[config.mk]
export PLATFORM = sky130hd
export DESIGN_NAME = uart_rx_sipo
export DESIGN_NICKNAME = d
export VERILOG_FILES = /design/src/rtl/uart_rx_sipo_pkg.sv /design/src/rtl/uart_rx_sync.sv /design/src/rtl/uart_rx_sipo.sv
export SDC_FILE = /design/constraint.sdc
export NUM_CORES = 1
export LEC_CHECK = 0
export CORE_ASPECT_RATIO = 1.25
export CORE_MARGIN = 2
export CORE_UTILIZATION = 45
export CTS_CLUSTER_SIZE = 24
export DETAILED_ROUTE_END_ITERATION = 10
export PLACE_DENSITY = 0.65
export SYNTH_ARGS = -nofsm -noshare
export SYNTH_HDL_FRONTEND = slang
export SYNTH_HIERARCHICAL = 1
export SYNTH_SLANG_ARGS = --single-unit
[constraint.sdc]
create_clock -name clock -period 2.2 [get_ports clock]
set_input_delay 0.44 -clock clock [delete_from_list [all_inputs] [get_ports clock]]
set_output_delay 0.44 -clock clock [all_outputs]
set_load 0.005 [all_outputs]
[src/rtl/uart_rx_sipo_pkg.sv]
// Shared UART Rx constants: FSM encodings, frame geometry and bit positions, also used by the de-framing stage.
// No logic; nothing to clock. Build option: UART_RX_MAJORITY_EN selects the 3-sample bit vote.
package uart_rx_sipo_pkg;

  localparam int FRAME_BITS     = 11;
  localparam int OVERSAMPLE_DEF = 16;

  localparam int START_IDX  = 10;
  localparam int PARITY_IDX = 1;
  localparam int STOP_IDX   = 0;

  localparam logic [1:0] ST_IDLE  = 2'd0;
  localparam logic [1:0] ST_START = 2'd1;
  localparam logic [1:0] ST_DATA  = 2'd2;

  // Field view of data_parll as the de-framing stage decodes it (data LSB sits at the high end).
  typedef struct packed {
    logic       start_bit;
    logic [7:0] data_rev;
    logic       parity_bit;
    logic       stop_bit;
  } frame_t;

endpackage

[src/rtl/uart_rx_sync.sv]
// Rx line conditioner: 2-FF synchronizer; with UART_RX_MAJORITY_EN also a 2-of-3 vote over the last three ticks.
// Latency: 2 clocks to rx_s; the vote covers the current tick and the two before it.
// Backpressure: none, free-running.
module uart_rx_sync (
  input  logic clock,
  input  logic reset,
`ifdef UART_RX_MAJORITY_EN
  input  logic baud_tick,
`endif
  input  logic rx_in,
  output logic rx_s,
  output logic bit_val
);

  logic sync_q1;
  logic sync_q2;

  always_ff @(posedge clock or posedge reset) begin
    if (reset) begin
      sync_q1 <= 1'b1;
      sync_q2 <= 1'b1;
    end else begin
      sync_q1 <= rx_in;
      sync_q2 <= sync_q1;
    end
  end

  assign rx_s = sync_q2;

`ifdef UART_RX_MAJORITY_EN
  logic hist1;
  logic hist2;

  always_ff @(posedge clock or posedge reset) begin
    if (reset) begin
      hist1 <= 1'b1;
      hist2 <= 1'b1;
    end else if (baud_tick) begin
      hist1 <= sync_q2;
      hist2 <= hist1;
    end
  end

  assign bit_val = (hist2 & hist1) | (hist2 & sync_q2) | (hist1 & sync_q2);
`else
  assign bit_val = sync_q2;
`endif

endmodule

[src/rtl/uart_rx_sipo.sv]
// UART Rx front end: start-bit hunt, mid-bit sampling, 11-bit serial-to-parallel capture (UART_RX_MAJORITY_EN: voted bits).
// Latency: 2 clocks + (OVERSAMPLE/2 + 10*OVERSAMPLE) ticks from start edge to recieved_flag (+1 tick with voting).
// Backpressure: none; a new start edge overwrites the flag, the next completion overwrites data_parll.
module uart_rx_sipo
  import uart_rx_sipo_pkg::*;
#(
  parameter int OVERSAMPLE = OVERSAMPLE_DEF
) (
  input  logic                  clock,
  input  logic                  reset,
  input  logic                  baud_tick,
  input  logic                  rx_in,
  output logic [FRAME_BITS-1:0] data_parll,
  output logic                  recieved_flag,
  output logic                  active_flag
);

  localparam int TW = $clog2(OVERSAMPLE);
  localparam logic [TW-1:0] MID  = TW'(OVERSAMPLE / 2 - 1);
  localparam logic [TW-1:0] WRAP = TW'(OVERSAMPLE - 1);
`ifdef UART_RX_MAJORITY_EN
  localparam logic [TW-1:0] SAMPLE_PT = MID + 1'b1;
`else
  localparam logic [TW-1:0] SAMPLE_PT = MID;
`endif
  localparam logic [3:0] LAST_BIT = 4'(FRAME_BITS - 1);

  logic                  rx_s;
  logic                  bit_val;
  logic [1:0]            state;
  logic [TW-1:0]         tick_cnt;
  logic [3:0]            bit_cnt;
  logic                  prev;
  logic [FRAME_BITS-2:0] shreg;

  uart_rx_sync u_sync (
    .clock     (clock),
    .reset     (reset),
`ifdef UART_RX_MAJORITY_EN
    .baud_tick (baud_tick),
`endif
    .rx_in     (rx_in),
    .rx_s      (rx_s),
    .bit_val   (bit_val)
  );

  always_ff @(posedge clock or posedge reset) begin
    if (reset) begin
      state         <= ST_IDLE;
      tick_cnt      <= '0;
      bit_cnt       <= '0;
      prev          <= 1'b1;
      shreg         <= '1;
      data_parll    <= '1;
      recieved_flag <= 1'b0;
      active_flag   <= 1'b0;
    end else if (baud_tick) begin
      case (state)
        ST_IDLE: begin
          prev <= rx_s;
          if (prev && !rx_s) begin
            state         <= ST_START;
            active_flag   <= 1'b1;
            tick_cnt      <= '0;
            bit_cnt       <= '0;
            recieved_flag <= 1'b0;
          end
        end
        ST_START: begin
          if (tick_cnt == SAMPLE_PT) begin
            tick_cnt <= '0;
            if (bit_val) begin
              // Line back high at mid start bit: treat as a glitch and re-arm.
              state       <= ST_IDLE;
              active_flag <= 1'b0;
              prev        <= bit_val;
            end else begin
              shreg   <= {shreg[FRAME_BITS-3:0], bit_val};
              bit_cnt <= 4'd1;
              state   <= ST_DATA;
            end
          end else begin
            tick_cnt <= tick_cnt + 1'b1;
          end
        end
        ST_DATA: begin
          if (tick_cnt == WRAP) begin
            tick_cnt <= '0;
            shreg    <= {shreg[FRAME_BITS-3:0], bit_val};
            if (bit_cnt == LAST_BIT) begin
              // Stop bit delivered as sampled; a low stop leaves prev=0 so IDLE waits for the line to rise.
              data_parll    <= {shreg, bit_val};
              recieved_flag <= 1'b1;
              state         <= ST_IDLE;
              active_flag   <= 1'b0;
              prev          <= bit_val;
              bit_cnt       <= '0;
            end else begin
              bit_cnt <= bit_cnt + 4'd1;
            end
          end else begin
            tick_cnt <= tick_cnt + 1'b1;
          end
        end
        default: begin
          state       <= ST_IDLE;
          active_flag <= 1'b0;
        end
      endcase
    end
  end

endmodule

# == Word-level counts from Yosys, hierarchy flattened ==
# Index checks and enable logic that the tools add are counted.
# totals
regBits,36
elab_cells,71
mem_count,0
output_inout_bits,13
mem_bits_rw,0
in_bits,4
latchBits,0
romBits,0
# classes
n_lt_le_gt_ge,0
bitwise,0
reduce_logical,14
n_mux,34
div_mod_pow,0
add_sub_neg,2
shift,0
mul,0
n_eq_ne,11
# ops
operator,n
two-way mux 10 bit,3
two-way mux 4 bit,7
one-hot mux 4 bit (3 select lines),2
one-hot mux 10 bit (2 select lines),1
AND reduction 6 bit,3
AND reduction 5 bit,3
two-way mux 1 bit,12
two-way mux 2 bit,5
"inequality test 2 bit, second input constant",5
"adder 4 x 1 -> 4 bit, second input constant",2
"== test 4 bit, second input constant",2
one-hot mux 1 bit (3 select lines),2
one-hot mux 2 bit (3 select lines),1
"== test 4 x 3 -> 1 bit, second input constant",1
AND reduction 4 bit,1
nonzero test 2 bit,2
AND reduction 3 bit,1
nonzero test 3 bit,1
"== test 2 x 1 -> 1 bit, second input constant",1
"== test 2 bit, second input constant",1
zero test 2 bit,1
"inequality test 2 x 1 -> 1 bit, second input constant",1
one-hot mux 1 bit (2 select lines),1
logical AND 1 bit,1
zero test 1 bit,1

# == Longest topological paths before layout ==
# depth
word_depth,4
ltp_mapped,8

# == Modules after synthesis ==
# Netlist, hierarchy kept.
# by_module_without_submodules
mod,area_per_inst_um2,n_inst,cells_per_inst,seq_area_each_um2
uart_rx_sipo,1729.2,1,139,878.3
uart_rx_sync,63.8,1,4,52.6

# == Worst setup path before layout ==
# No wires, ideal clock.
# synth_timing
path_kind,register -> register
start,register state[0]
end,register data_parll[0]
required_time_ns,2.118
arrival_ns,1.651
path_slack_ns,0.467
path_buffers,2
path_stages_with_launch,8
path_cell_list,dfrtp_1 -> inv_1 -> ha_1 -> buf_4 -> nand2_1 -> nor3_2 -> buf_4 -> mux2_2
# synth_between
elab_chain_len,2
# synth_rtl
element,line_no,rtl
start: declaration,uart_rx_sipo.sv:30,logic [1:0] state;
start signal: assignment,uart_rx_sipo.sv:49,state <= ST_IDLE;
start signal: assignment,uart_rx_sipo.sv:62,state <= ST_START;
start signal: assignment,uart_rx_sipo.sv:74,state <= ST_IDLE;
== test 2 bit,uart_rx_sipo.sv:58,case (state)
AND reduction 4 bit (no source line),n/a,
end signal: assignment,uart_rx_sipo.sv:92,"data_parll <= {shreg, bit_val};"
end: declaration,uart_rx_sipo.sv:13,"output logic [FRAME_BITS-1:0] data_parll,"
# No other way between the ends.
# A chain may end at the register's enable or synchronous reset.

# == Worst setup path after layout ==
# layout_timing
start,register state[1]
end,register bit_cnt[1]
# layout_between
elab_chain_len,3
elab_cells_between_ends,10
cone_classes,eq/ne: 6; mux: 1; reduce/logical: 3
# layout_rtl
element,line_no,rtl
"== test 2 x 1 -> 1 bit, or another cell as far along",uart_rx_sipo.sv:58,
inequality test 2 bit (no source line) / nonzero test 3 bit (equally long branches),n/a,
AND reduction 6 bit (no source line),n/a,
end signal: assignment,uart_rx_sipo.sv:99,bit_cnt <= bit_cnt + 4'd1;
end: declaration,uart_rx_sipo.sv:32,logic [3:0] bit_cnt;
# Several ways; a longest one is shown, not always the timed one.

==> metrics.txt <==
Starting Density=between 40 and 50%; mapped cell area=1790 um^2; CTS sink cnt=36; setup TNS=0 ns; Bufs and invs on worst path=1; Slew headroom=approximately two thirds; Layout Nets=between 150 and 200; hold-fix buffers at CTS=0; Critical Path Source Type=flip-flop; Net Sw Frac=approximately a third; first-pass GRT wire length=5330 um; CP endpoint kind=flip-flop; unrepaired setup endpoints after global routing=no; I/O pin count=17; Rows=25; Skew-Pair Late Insertion Delay=0.28 ns; share of synthesized registers carrying an async set or reset=100%; Worst Path Required=2.37 ns; CP max stage cell=ha_1; Layout area overhead=16.8%; Port Buffers=16; Arrival @ worst endpoint=2.17 ns; status=complete, no violations; YS warnings=6; routed wire length=3140 um; vias in the first global route=1,157; Area contributors post-synth=dfstp_2, dfrtp_1, mux2_2, ha_1, inv_1; P_int=1.40 mW; Die Footprint=4510 um^2; CTS tree=done; largest net degree at the start of global routing=35; total power=2.14 mW; power per standard cell area=1020 nW/um^2; clock power share=20.3%; min Tclk post-route=2.01 ns; Max-Cap Viols=0; Die Ht=74.6 um; syn_area_per_cell=12.5 um^2; Non-Filler Instances=220; Yosys top cell area share=between 30% and 40%; placed inst area=about 2000 um^2; count leader, synth=dfstp_2; drt drc=0; number of synthesized register bits=36; DP Wirelength=2260 um; DRT Pass-1 Iters=3; Reg clk slew, reported paths=~0.07 ns; Top FF cell, synth=dfstp_2; CP top delay family=adder cells; post-place setup slack=0.181 ns; die width=60.5 um; synth unique cells=38; Final ANT Viol Nets=0; Final Cycle Share=91.2%; Hold Path Class=reg2reg; final core occ=54.9%; routed length per instance=14.3 um; sequential area share after synthesis=between 50% and 60%; sequential power share=43.5%; postcts setup bufs=0; cell taking the most area after synthesis=dfstp_2; Iter 0 DRT Violations=32; Core Region=about 3800 um^2; EDFF count, synth=0; Pleak=0.866 nW; Psw=roughly 0.74 mW; via count=1,138; final setup margin=0.194 ns; worst-margin pin slew=between 0.5 and 0.6 ns; Clock Tree Buf Depth=2; GR Overflow Total=0; Placed Instances=212; Slew Viols, Final=0; CP Cell Sequence=inv_1 -> ha_1 -> nor3_1 -> a21oi_1 -> and3_1 -> mux2_1; Max Clock Freq=499 MHz; cts bufs inserted=5; Final Cell Area=2090 um^2; initial antenna violation count=0; critical path type=reg2reg; proportion of layout cells with a drive suffix above 1=about two fifths; part of the power in combinational logic=36.2%; ANT cells=0; Setup Skew=0.00576 ns; synth cell count leaders=dfstp_2, mux2_2, dfrtp_1; cts repair resizes=0; Mapped Cells=143; Max Fanout on Critical Path=10; GRT Util Overall=16.1%; Peak VDD IR=~0.47 mV; via density per instance=5.17; placer congestion estimate=0.766; worst hold margin=0.360 ns; Post-Syn Nets=154; Slowest Stage Delay on Critical Path=between 0.4 and 0.5 ns; final hold violation count=0; clock root cell=clkbuf_8; htree depth=2; Setup-failing EPs final=0
## sequential cells by signal (all words and copies together), names as in the netlist
name / cells
recieved_flag: 1
data_parll: 11
shreg: 10
tick_cnt: 4
u_sync/sync_q1: 1
u_sync/bit_val: 1
active_flag: 1
prev: 1
state: 2
bit_cnt: 4
## layer usage
metal | GRT usage (%) | vias to the layer above | wire (um) | part of all wire, %
met5 | 0 | - | 0 | 0
met4 | 4.35 | 0 | 23 | 0.73
met3 | 5.04 | 2 | 89 | 2.8
met2 | 25.8 | 14 | 1620 | 52
met1 | 21.2 | 568 | 1400 | 45
li1 | - | 554 | - | -
## worst register-to-register path: stages, from the launching register on
cell and delay, ns:
dfrtp_1 0.41, inv_1 0.09, ha_1 0.49, nor3_1 0.09
a21oi_1 0.21, and3_1 0.28, mux2_1 0.33
## cell type report
| cell class | instances | area [um^2] |
|---|---|---|
| repair buffers | 19 | 183 |
| well taps | 54 | 67.6 |
| multi-input cells | 94 | 798 |
| inverters | 9 | 33.8 |
| flip-flops and latches | 36 | 931 |
| fillers | 355 | 1720 |
| clock inverters | 1 | 5.00 |
| clock buffers | 7 | 76.3 |
## power by group through the flow
| stage | Sequential [mW] | Clock [mW] | Combinational (mW) |
|---|---|---|---|
| CTS | 0.933 | 0.464 | 0.780 |
| global route | 0.954 | 0.489 | 0.861 |
| global placement | 0.932 | 0 | 0.750 |
| floorplan | 0.913 | 0 | 0.632 |
| finish | 0.931 | 0.434 | 0.775 |
| detailed placement | 0.944 | 0 | 0.774 |
## worst paths after layout
kind	startpoint	to	slack [ns]	cells past startpoint
setup / recovery	state[1]$_DFFE_PP0P_	bit_cnt[1]$_DFFE_PP0P_	0.19	6
hold / removal	u_sync/sync_q1$_DFF_PP1_	u_sync/bit_val$_DFF_PP1_	0.36	0
setup reg to reg	state[1]$_DFFE_PP0P_	bit_cnt[1]$_DFFE_PP0P_	0.19	6
hold reg to reg	u_sync/sync_q1$_DFF_PP1_	u_sync/bit_val$_DFF_PP1_	0.36	0
max in group asynchronous	reset	shreg[6]$_DFFE_PP1P_	1.29	3
min in group asynchronous	reset	u_sync/bit_val$_DFF_PP1_	0.51	2
## cell families (layout without fill, tap and decap cells)
family	count (synthesis)	after routing	share of synthesized area (%)
AO/OA/AOI/OAI	24	24	11.0
adder cells (fa/ha/maj)	7	7	4.88
buffers and inverters	13	36	3.56
flip-flops	36	36	51.9
multiplexers	26	26	16.2
AND/OR/NAND/NOR	37	37	12.5
## placed cells by master (no fill, tap or decap), types with 2 or more instances in the layout
cell type / count
dfstp_2: 24
mux2_2: 23
clkdlybuf4s50_1: 16
dfrtp_1: 12
inv_1: 9
ha_1: 7
nand2_1: 6
a21oi_1: 5
o21ai_0: 5
clkbuf_8: 5
nand3b_1: 4
nor2b_1: 4
nand4_1: 4
nor2_1: 3
nand3_1: 3
nor3_1: 3
o211ai_1: 3
buf_4: 3
o21ai_1: 2
mux2i_1: 2
clkbuf_1: 2
(Power assumes the default switching activity.)
